[src/rtl/bit_serial_alu_ctrl_if.sv]
// rtl/bit_serial_alu_ctrl_if.sv - request/response handshake bundle for the bit-serial ALU sequencer
interface bit_serial_alu_ctrl_if #(
   parameter int WIDTH = 8
) ();
   logic             in_valid;
   logic             in_ready;
   logic [WIDTH-1:0] in_a;
   logic [WIDTH-1:0] in_b;
   logic [2:0]       in_op;
   logic             out_valid;
   logic             out_ready;
   logic [WIDTH-1:0] out_result;
   logic             out_cout;
   logic             out_overflow;
   logic             out_err;

   // Issuer of requests and consumer of responses
   modport master (
      output in_valid, in_a, in_b, in_op, out_ready,
      input  in_ready, out_valid, out_result, out_cout, out_overflow, out_err
   );

   // The sequencer itself
   modport slave (
      input  in_valid, in_a, in_b, in_op, out_ready,
      output in_ready, out_valid, out_result, out_cout, out_overflow, out_err
   );
endinterface

[src/rtl/bit_serial_alu_ctrl.sv]
// rtl/bit_serial_alu_ctrl.sv - LSB-first sequencer for an external 1-bit ALU slice; ALU_CTRL_SUB_EN enables op 100 (subtract)
module bit_serial_alu_ctrl #(
   parameter int WIDTH = 8
) (
   input  logic                 clk,
   input  logic                 rst_n,
   bit_serial_alu_ctrl_if.slave bus,
   output logic                 slice_a,
   output logic                 slice_b,
   output logic                 slice_cin,
   output logic [2:0]           slice_op,
   input  logic                 slice_result,
   input  logic                 slice_cout
);
   localparam int IW = (WIDTH > 2) ? $clog2(WIDTH) : 1;
   localparam logic [IW-1:0] LAST = IW'(WIDTH - 1);

   typedef enum logic [1:0] {IDLE, RUN, DONE} state_t;

   state_t           state, state_nxt;
   logic [WIDTH-1:0] a_q, b_q, res_q;
   logic [2:0]       op_q;
   logic [IW-1:0]    idx;
   logic             carry;
   logic             cout_q, ovf_q, err_q;
   logic             accept, last_bit;
   logic             in_legal, op_arith, bit_b, carry_init;

   assign accept   = bus.in_valid & bus.in_ready;
   assign last_bit = (idx == LAST);

`ifdef ALU_CTRL_SUB_EN
   logic op_sub;
   assign in_legal   = (bus.in_op <= 3'b100);
   assign op_sub     = (op_q == 3'b100);
   assign op_arith   = (op_q == 3'b000) | op_sub;
   assign bit_b      = b_q[idx] ^ op_sub;
   assign carry_init = (bus.in_op == 3'b100);
`else
   assign in_legal   = ~bus.in_op[2];
   assign op_arith   = (op_q == 3'b000);
   assign bit_b      = b_q[idx];
   assign carry_init = 1'b0;
`endif

   assign bus.in_ready     = (state == IDLE);
   assign bus.out_valid    = (state == DONE);
   assign bus.out_result   = res_q;
   assign bus.out_cout     = cout_q;
   assign bus.out_overflow = ovf_q;
   assign bus.out_err      = err_q;

   // State register
   always_ff @(posedge clk or negedge rst_n) begin
      if (!rst_n) state <= IDLE;
      else        state <= state_nxt;
   end

   // Next-state: illegal ops skip RUN and report straight away
   always_comb begin
      state_nxt = state;
      case (state)
         IDLE:    if (accept) state_nxt = in_legal ? RUN : DONE;
         RUN:     if (last_bit) state_nxt = DONE;
         DONE:    if (bus.out_ready) state_nxt = IDLE;
         default: state_nxt = IDLE;
      endcase
   end

   // Slice drive: current bit pair and chained carry during RUN, quiet otherwise
   always_comb begin
      slice_a   = 1'b0;
      slice_b   = 1'b0;
      slice_cin = 1'b0;
      slice_op  = 3'b000;
      if (state == RUN) begin
         slice_a   = a_q[idx];
         slice_b   = bit_b;
         slice_cin = carry;
         slice_op  = op_arith ? 3'b000 : op_q;
      end
   end

   // Operand latch, bit walk, carry chain and result assembly
   always_ff @(posedge clk or negedge rst_n) begin
      if (!rst_n) begin
         a_q    <= '0;
         b_q    <= '0;
         op_q   <= 3'b000;
         idx    <= '0;
         carry  <= 1'b0;
         res_q  <= '0;
         cout_q <= 1'b0;
         ovf_q  <= 1'b0;
         err_q  <= 1'b0;
      end else begin
         case (state)
            IDLE: begin
               if (accept) begin
                  a_q    <= bus.in_a;
                  b_q    <= bus.in_b;
                  op_q   <= bus.in_op;
                  idx    <= '0;
                  carry  <= in_legal & carry_init;
                  res_q  <= '0;
                  cout_q <= 1'b0;
                  ovf_q  <= 1'b0;
                  err_q  <= ~in_legal;
               end
            end
            RUN: begin
               res_q[idx] <= slice_result;
               carry      <= op_arith & slice_cout;
               if (last_bit) begin
                  idx    <= '0;
                  cout_q <= op_arith & slice_cout;
                  ovf_q  <= op_arith & (carry ^ slice_cout);
               end else begin
                  idx <= idx + 1'b1;
               end
            end
            default: ;
         endcase
      end
   end
endmodule

[src/flat_wrapper.sv]
// flat-port wrapper written by rule: the top's interface ports become plain ports
module bit_serial_alu_ctrl_flat 
#(
   parameter int WIDTH = 8
)
  (clk, rst_n, slice_a, slice_b, slice_cin, slice_op, slice_result, slice_cout, bus_in_valid, bus_in_a, bus_in_b, bus_in_op, bus_out_ready, bus_in_ready, bus_out_valid, bus_out_result, bus_out_cout, bus_out_overflow, bus_out_err);
  bit_serial_alu_ctrl_if #(.WIDTH(WIDTH)) bus_i ();
  input  logic clk;
  input  logic rst_n;
  output logic slice_a;
  output logic slice_b;
  output logic slice_cin;
  output logic [2:0] slice_op;
  input  logic slice_result;
  input  logic slice_cout;
  input wire logic [$bits(bus_i.in_valid)-1:0] bus_in_valid;
  input wire logic [$bits(bus_i.in_a)-1:0] bus_in_a;
  input wire logic [$bits(bus_i.in_b)-1:0] bus_in_b;
  input wire logic [$bits(bus_i.in_op)-1:0] bus_in_op;
  input wire logic [$bits(bus_i.out_ready)-1:0] bus_out_ready;
  output wire logic [$bits(bus_i.in_ready)-1:0] bus_in_ready;
  output wire logic [$bits(bus_i.out_valid)-1:0] bus_out_valid;
  output wire logic [$bits(bus_i.out_result)-1:0] bus_out_result;
  output wire logic [$bits(bus_i.out_cout)-1:0] bus_out_cout;
  output wire logic [$bits(bus_i.out_overflow)-1:0] bus_out_overflow;
  output wire logic [$bits(bus_i.out_err)-1:0] bus_out_err;
  assign bus_i.in_valid = bus_in_valid;
  assign bus_i.in_a = bus_in_a;
  assign bus_i.in_b = bus_in_b;
  assign bus_i.in_op = bus_in_op;
  assign bus_i.out_ready = bus_out_ready;
  assign bus_in_ready = bus_i.in_ready;
  assign bus_out_valid = bus_i.out_valid;
  assign bus_out_result = bus_i.out_result;
  assign bus_out_cout = bus_i.out_cout;
  assign bus_out_overflow = bus_i.out_overflow;
  assign bus_out_err = bus_i.out_err;
  bit_serial_alu_ctrl #(.WIDTH(WIDTH)) u_core (.clk(clk), .rst_n(rst_n), .bus(bus_i), .slice_a(slice_a), .slice_b(slice_b), .slice_cin(slice_cin), .slice_op(slice_op), .slice_result(slice_result), .slice_cout(slice_cout));
endmodule
[config.mk]
export PLATFORM = sky130hd
export DESIGN_NAME = bit_serial_alu_ctrl_flat
export DESIGN_NICKNAME = d
export VERILOG_FILES = /design/src/rtl/bit_serial_alu_ctrl_if.sv /design/src/rtl/bit_serial_alu_ctrl.sv /design/src/flat_wrapper.sv
export SDC_FILE = /design/constraint.sdc
export NUM_CORES = 1
export LEC_CHECK = 0
export BUFFER_PORTS_ARGS = -buffer_cell sky130_fd_sc_hd__buf_2
export CELL_PAD_IN_SITES_DETAIL_PLACEMENT = 2
export CELL_PAD_IN_SITES_GLOBAL_PLACEMENT = 2
export CORE_MARGIN = 5
export CORE_UTILIZATION = 30
export CTS_CLUSTER_DIAMETER = 80
export DETAILED_ROUTE_END_ITERATION = 12
export GPL_TIMING_DRIVEN = 0
export PLACE_DENSITY_LB_ADDON = 0.1
export SLEW_MARGIN = 10
export SYNTH_ARGS = -nofsm -noshare
export SYNTH_HDL_FRONTEND = slang
export SYNTH_SLANG_ARGS = --single-unit
[constraint.sdc]
create_clock -name clk -period 1.39 [get_ports clk]
set_clock_uncertainty 0.05 [all_clocks]
set_input_delay 0.139 -clock clk [delete_from_list [all_inputs] [get_ports clk]]
set_output_delay 0.139 -clock clk [all_outputs]
set_load 0.01 [all_outputs]
==> impl_metrics.toml, run 1 <==
[pwr]
pwr-share-comb_pct = 57.5
powerDensity_nw_per_um2 = 2160
pwr-share-seq_pct = 30.9
switching_share_pct = 36.0
switchingPower_mw = 2.15
p_leak_nw = 1.30
ir_drop_mv = 0.722
clockPowerShare_pct = 11.5
p_int_mw = 3.81

[sta]
setup_slack_ns = -0.453
fmax_mhz = 543
timing.final.max_slew_violations = 0
hold_slack_ns = 0.0338
setup_viol = 40
post-route-min-period_ns = 1.84
finalHoldViolCount = 0
worst_pin_slew_ns = 0.814
max-slew-margin-rel_pct = 45.7
fin_crit_sh_pct = 133
grt_setup_unrepaired = "yes"

[detailed_routing]
routed_wl_um = 6080
drc_errors = 0
wl_per_cell_um = 21.1
drtPass1Iterations = 4
detail-route-antenna-nets = 0
vias_per_cell = 4.95
drt-initial-drc-count = 19
vias = 1425

[finish]
areaGrowthSynthToFinish_pct = 60.4
fillers = 540
fin_nets = 243
drive_above_1_share_pct = 63.4
fin_cells = 288
fin_area_um2 = 2760
final_util_pct = 49.7
n_antenna_cell = 0

[place]
numPortBuffers = 43
dp_cells = 255
pre_cts_ws_ns = -0.321
place_congestion = 0.767
dpl_cell_area_um2 = 2060
dp_hpwl_um = 3470

[yosys]
synth_top_area_share_pct = 51.0
avgSynthCellArea_um2 = 12.3
syn_inst = 140
yosysWarnings = 0
yosys.area.top_type = "dfrtp_1"
synth_area_um2 = 1720
yosysSeqAreaShare_pct = 51.0
netlist-cell-type-count = 32
synth_nets = 167
synth_seq_cells = 35
synthTopCellsByArea = "dfrtp_1, mux2_2, mux2i_1, nor2b_1, nor3_1"

[worst_setup_path]
crit_fanout = 6
path_class = "reg2out"
critPathCaptureType = "output port"
required_ns = 1.20
rrSetupSlack_ns = -0.25
arrival_ns = 1.65
start_kind = "flop"

[floorplanning]
rows = 27
start_util_pct = 31.0
ios = 44
die-area_um2 = 7340
coreArea_um2 = 5540
die_w_um = 85.7
die_h_um = 85.7

[cts]
clk_pin_slew_ns = 0.08
clock_sinks = 35
clock-root-buffer = "clkbuf_8"
cts_tree = "built"
ctsLongestPathBuffers = 2
h-tree-depth = 2
numCtsBuffers = 5
clock_latency_ns = 0.29

[global_route]
overflow = 0
grt_pass1_vias = 1713
grt_usage_pct = 17.0
grt_antenna_before_repair = 0
grt_max_degree = 36
grt_pass1_wl_um = 9510

[hold_path]
hold_path.class = "in2reg"

[outcome]
status = "complete, but fails checks"
violations = "negative setup slack"

[run]
max_cap_viol_count = 0
[area by class of cell]
class / instances / area (um2) / share of cell area [%]
buffer: 6 / 86.3 / 3.13
clock buffer: 7 / 76.3 / 2.77
inverter: 1 / 3.75 / 0.136
multi-input combinational: 97 / 1080 / 39.1
sequential: 35 / 878 / 31.9
tap: 72 / 90.1 / 3.27
timing repair buffer: 70 / 544 / 19.8
[state kept, by name, summed over array words and instances (netlist names)]
| name | cells |
|---|---|
| u_core.a_q | 8 |
| u_core.b_q | 8 |
| u_core.bus.out_cout | 1 |
| u_core.bus.out_err | 1 |
| u_core.bus.out_overflow | 1 |
| u_core.bus.out_result | 8 |
| u_core.carry | 1 |
| u_core.idx | 3 |
| u_core.op_q | 2 |
| u_core.state | 2 |
[cell usage in the layout (no fill, tap or decap), types with 2 or more instances in the layout]
master	netlist	final
clkbuf_8	0	6
nand2b_1	3	2
o31a_1	2	2
a22o_1	3	3
dfrtp_2	0	2
buf_12	0	5
and2_4	0	4
clkbuf_1	2	2
mux2i_4	0	2
nor2b_1	10	6
nand2b_4	1	2
o22ai_1	2	2
nand3b_1	2	2
dfrtp_1	35	33
buf_8	0	5
nor2b_4	0	3
mux2i_1	9	7
nor2_2	0	2
buf_6	1	13
buf_2	2	39
a21oi_1	4	3
and2b_1	2	2
ha_4	0	2
nor2_1	7	5
buf_4	2	12
mux2_4	0	25
nor3_1	6	3
mux2_2	27	2
nor3_2	0	2
[synth_stat cells (all sizes together)]
| cell type | n |
|---|---|
| nand2b | 4 |
| nand3b | 2 |
| and2b | 2 |
| a21oi | 4 |
| o21ai | 2 |
| nor2 | 7 |
| nor3 | 6 |
| a22oi | 1 |
| clkbuf | 2 |
| mux2i | 9 |
| o41ai | 1 |
| dfrtp | 35 |
| nor4 | 1 |
| and2 | 4 |
| nor3b | 1 |
| o31a | 2 |
| ha | 2 |
| inv | 1 |
| mux2 | 27 |
| nor4b | 1 |
| o31ai | 1 |
| or4 | 1 |
| a22o | 3 |
| nor2b | 10 |
| nand2 | 2 |
| xnor2 | 1 |
| buf | 5 |
| o21bai | 1 |
| o22ai | 2 |
[power groups by stage]
stage,sequential [mW],clock [mW],combinational [mW]
after floorplan,1.71,0,1.37
after global placement,1.74,0,1.89
after detailed placement,1.78,0,1.98
after CTS,1.78,0.720,3.09
after global routing,1.91,0.775,3.65
final,1.84,0.687,3.43
[critical path, cell delays in order, from the launching register on]
cell,delay (ns)
dfrtp_1,0.38
buf_6,0.15
buf_12,0.13
mux2i_1,0.21
o22ai_1,0.09
o31a_1,0.26
buf_2,0.14
[per-layer routing]
layer  GRT usage, %  up-vias  wire length [um]
li1               -      651                 -
met1           19.4      731              2520
met5              0        -                 0
met2           31.6       36              3280
met3           3.94        7               209
met4           4.32        0                70
[cell families (layout without fill, tap and decap cells)]
| logic type | Yosys count | in the layout | synth area share, % |
|---|---|---|---|
| AOI/OAI and AO/OA | 17 | 17 | 6.85 |
| muxes | 36 | 36 | 22.9 |
| buffers and inverters | 8 | 84 | 2.77 |
| DFF | 35 | 35 | 51.0 |
| xor gates and xnor gates | 1 | 1 | 0.510 |
| adders and majority gates | 2 | 2 | 1.46 |
| and+or+nand+nor | 41 | 41 | 14.5 |
[path summary, 6_finish.rpt]
check                                     end  depth (start not counted)             from
worst max register to register  u_core.a_q[3]                          6  u_core.state[0]
min in group asynchronous       u_core.idx[0]                          2            rst_n
worst min-delay path            u_core.b_q[1]                          2      bus_in_b[1]
worst min register to register  u_core.b_q[2]                          1    u_core.b_q[2]
worst max-delay path                  slice_b                          6    u_core.idx[0]
max in group asynchronous       u_core.idx[1]                          2            rst_n
[repair_timing]
item,CTS,global route
pin swaps,6,6
cloned,2,0
resized for setup,66,25
setup buffers,21,4
endpoints found under the setup margin,38,43
hold buffers,1,0
hold endpoints to repair,35,0
[through the flow]
step / TNS, ns / power, mW
after floorplan: -0.859 / 3.08
after global placement: -6.91 / 3.63
final: -7.43 / 5.96
after detailed placement: -8.50 / 3.75
after global routing: -10.10 / 6.33
after CTS: -6.73 / 5.59
No activity file was read; power rests on OpenSTA's default activity.
==> inputs of run 2 (changes only) <==
CORE_UTILIZATION = 32   (was 30)
CTS_BUF_LIST = sky130_fd_sc_hd__clkbuf_8   (was unset)
MAX_ROUTING_LAYER = met4   (was unset)
RECOVER_POWER = 25   (was unset)
==> impl_metrics.toml, run 2 (synthesized netlist as in run 1, its figures left out) <==
[outcome]
status = "complete, but fails checks"
violations = "negative setup slack"

[cts]
clock-root-buffer = "clkbuf_8"
ctsLongestPathBuffers = 2
clk_pin_slew_ns = 0.07
clock_sinks = 35
numCtsBuffers = 5
h-tree-depth = 2
clock_latency_ns = 0.28
cts_tree = "built"

[sta]
timing.final.max_slew_violations = 0
finalSetupTns_ns = -9.58
worst_pin_slew_ns = 0.940
post-route-min-period_ns = 1.85
fmax_mhz = 540
max-slew-margin-rel_pct = 37.3
setup_slack_ns = -0.463
finalHoldViolCount = 0
grt_setup_unrepaired = "yes"
setup_viol = 41
fin_crit_sh_pct = 133

[hold_path]
hp-start = "bus_in_op[0]"
worstHoldPathCells = 2
hold_path.class = "in2reg"
hold_end = "u_core.op_q[0]"

[finish]
final_common_cell = "dfrtp_1"
fillers = 500
mostFrequentLayoutCells = "dfrtp_1, buf_2, mux2_4"
fin_nets = 247
final_util_pct = 53.4
n_antenna_cell = 0
fin_cells = 290
areaGrowthSynthToFinish_pct = 60.7
drive_above_1_share_pct = 60.9

[worst_setup_path]
critPathCaptureType = "output port"
crit_fanout = 6
slowest_stage = "dfrtp_1"
r2r_end = "u_core.bus.out_result[0]"
start_kind = "flop"
r2r-start = "u_core.state[1]"
cp_top_family = "buffers and inverters"
rrSetupSlack_ns = -0.29
arrival_ns = 1.66
critical_path.cell_chain = "buf_6 > buf_8 > mux2i_1 > o22ai_1 > o31a_1 > buf_2"
r2r_cells = 7
path_class = "reg2out"
required_ns = 1.20
path_buf_inv = 3
max_stage_delay_ns = 0.39

[floorplanning]
start_util_pct = 33.2
coreArea_um2 = 5170
die_w_um = 83.3
ios = 44
die_h_um = 83.3
rows = 26
die-area_um2 = 6930

[global_route]
grt_pass1_wl_um = 9610
grt_pass1_vias = 1750
grt_antenna_before_repair = 0
overflow = 0
grt_max_degree = 36
grt_usage_pct = 18.4

[place]
dp_cells = 253
place_congestion = 0.756
numPortBuffers = 43
pre_cts_ws_ns = -0.280
dp_hpwl_um = 3430

[run]
max_cap_viol_count = 0

[detailed_routing]
detail-route-antenna-nets = 0
vias = 1434
drtPass1Iterations = 4
wl_per_cell_um = 20.8
drc_errors = 0
drt-initial-drc-count = 20
routed_wl_um = 6020
vias_per_cell = 4.94

[pwr]
total_power_mw = 5.98
ir_drop_mv = 1.03
powerDensity_nw_per_um2 = 2160
p_leak_nw = 1.28
run 2: worst max-delay path by stage:
stage,cells past startpoint,slack (ns),from,endpoint
floorplan,3,-0.04,u_core.state[0],u_core.a_q[3]
global placement,6,-0.29,u_core.idx[0],slice_b
detailed placement,3,-0.28,u_core.state[0],u_core.b_q[7]
CTS,6,-0.44,u_core.idx[0],slice_b
global route,5,-0.53,u_core.idx[0],slice_a
finish,6,-0.46,u_core.idx[0],slice_b
run 2: through the flow:
step / hold slack, ns / cell area, um2
final: 0.0314 / 2760
after global routing: 0.0299 / 2760
after CTS: 0.0265 / 2650
after detailed placement: 0.230 / 2060
after global placement: 0.205 / 2060
after floorplan: -0.207 / 1760
run 2: worst register-to-register path, cell delays in order, from the launching register on:
cell and delay (ns):
dfrtp_1 0.42, buf_6 0.14, buf_6 0.11, nor3b_4 0.19, buf_6 0.19, buf_12 0.15
nor2b_1 0.06, mux2_4 0.27
run 2: where the power goes:
group,switching (mW),internal [mW]
combinational,1.45,2.03
sequential,0.376,1.44
clock,0.351,0.330
run 2: cell type report:
type / instances / area, um2 / area share, %
buffer: 6 / 82.6 / 2.99
clock buffer: 5 / 68.8 / 2.49
clock inverter: 2 / 7.51 / 0.272
inverter: 1 / 3.75 / 0.136
multi-input combinational: 97 / 1090 / 39.6
sequential: 35 / 878 / 31.8
tap: 70 / 87.6 / 3.17
timing repair buffer: 74 / 538 / 19.5
run 2: metal layers:
metal	vias to the layer above	track usage, %	wire, um
met5	-	-	0
met2	34	33.2	3320
met3	7	3.86	183
met4	0	5.05	68
li1	657	-	-
met1	736	20.5	2450
run 2: what timing repair did:
action                                 4_1_cts  5_1_grt
pin swaps                                    8        8
buffers inserted                            23        7
setup endpoints to repair                   38       43
gates cloned                                 2        0
endpoints found under the hold margin       35        0
gates resized for setup                     67       32
hold buffers                                 1        0
==> inputs of run 3 (changes only) <==
CORE_MARGIN = 1.5   (was 5)
CORE_UTILIZATION = 38   (was 32)
clock period = 2.37 ns   (was 1.39 ns; I/O delays follow)
==> impl_metrics.toml, run 3 (synthesized netlist as in run 1, its figures left out) <==
[sta]
finalHoldViolCount = 0
timing.final.max_slew_violations = 36
fin_crit_sh_pct = 93.9
grt_setup_unrepaired = "no"
max-slew-margin-rel_pct = -26.8
fmax_mhz = 449
setup_viol = 0
post-route-min-period_ns = 2.22
worst_pin_slew_ns = 1.90
setup_slack_ns = 0.145
finalSetupTns_ns = 0

[worst_setup_path]
path_class = "reg2out"
required_ns = 2.08
crit_fanout = 10
cp-endpoint = "slice_b"
start_kind = "flop"
r2r_cells = 3
arrival_ns = 1.94
startpoint = "u_core.idx[0]"
r2r-start = "u_core.state[1]"
rrSetupSlack_ns = 0.53
critPathCaptureType = "output port"
r2r_end = "u_core.b_q[3]"

[outcome]
status = "complete, but fails checks"
violations = "max-capacitance violations, max-slew violations"

[finish]
areaGrowthSynthToFinish_pct = 21.3
drive_above_1_share_pct = 43.7
fin_nets = 217
final_common_cell = "buf_2"
fillers = 450
fin_area_um2 = 2080
n_antenna_cell = 0
mostFrequentLayoutCells = "buf_2, dfrtp_1, mux2_2"

[pwr]
p_leak_nw = 1.00
powerDensity_nw_per_um2 = 1230
ir_drop_mv = 0.438

[place]
dp_hpwl_um = 3150
pre_cts_ws_ns = 0.479
dpl_cell_area_um2 = 2000
place_congestion = 0.702
numPortBuffers = 43

[cts]
ctsLongestPathBuffers = 2
numCtsBuffers = 5
clock_sinks = 35
h-tree-depth = 2
cts_tree = "built"
cts-hold-fix-buffers = 0
cts_resized = 0
clock-root-buffer = "clkbuf_8"
clock_latency_ns = 0.29
clk_pin_slew_ns = 0.07
post_cts_buffers = 0

[global_route]
grt_usage_pct = 19.6
grt_antenna_before_repair = 0
grt_pass1_wl_um = 7200
overflow = 0
grt_pass1_vias = 1417
grt_max_degree = 36

[detailed_routing]
drt-initial-drc-count = 34
drtPass1Iterations = 4
routed_wl_um = 4300
drc_errors = 0
vias = 1291
detail-route-antenna-nets = 0
wl_per_cell_um = 17.8
vias_per_cell = 5.33

[floorplanning]
die_h_um = 70.2
ios = 44
rows = 24
die_w_um = 70.2
start_util_pct = 39.5
die-area_um2 = 4930
coreArea_um2 = 4350

[run]
max_cap_viol_count = 1

[hold_path]
hold_path.class = "in2reg"
-- run 3: changes by cell type in the layout (fill, tap and decap cells not counted), sizes merged --
cell and delta:
clkinv +1, buf -20, inv -2, dlygate4sd3 -1
clkbuf -8
-- run 3: worst max-delay path: stages, from the launching register on --
cell     delay, ns
dfrtp_1       0.36
buf_2         0.21
buf_2         0.30
mux2i_1       0.23
nor2_1        0.06
o31a_1        0.33
buf_2         0.15
-- run 3: cell type report --
type / instances / area, um2 / share of cell area (%)
tap: 52 / 65.1 / 3.12
multi-input combinational: 97 / 795 / 38.1
buffer: 7 / 43.8 / 2.10
clock buffer: 6 / 82.6 / 3.96
timing repair buffer: 43 / 214 / 10.3
clock inverter: 1 / 5.00 / 0.240
inverter: 1 / 3.75 / 0.180
sequential: 35 / 876 / 42.0
-- run 3: worst min path at each step --
stage | end | slack (ns) | depth (start not counted) | from
after global routing | u_core.op_q[1] | 0.12 | 2 | bus_in_op[1]
after floorplan | u_core.a_q[0] | -0.11 | 0 | rst_n
final | u_core.a_q[2] | 0.13 | 2 | bus_in_a[2]
after detailed placement | u_core.state[0] | 0.32 | 1 | rst_n
after CTS | u_core.bus.out_result[1] | 0.004 | 1 | rst_n
after global placement | u_core.bus.out_result[4] | 0.30 | 1 | rst_n
-- run 3: stage by stage --
step	total power [mW]	cells	util [%]	hold WS (ns)
global placement	2.05	235	45.9	0.299
finish	2.56	242	47.9	0.133
floorplan	1.76	140	-	-0.109
detailed placement	2.14	235	45.9	0.324
global route	2.75	242	47.9	0.125
CTS	2.60	242	47.9	0.00446
-- run 3: per-layer routing --
layer	track usage, %	vias to the layer above	share of wire, %
li1	-	599	-
met1	24.5	657	43
met2	31.7	28	52
met3	4.33	7	3.7
met4	6.41	0	1.1
met5	-	-	0
-- run 3: report_power, final --
part	switching (mW)	internal, mW
clock network	0.214	0.228
registers	0.183	0.841
logic	0.542	0.548
total	0.939	1.62
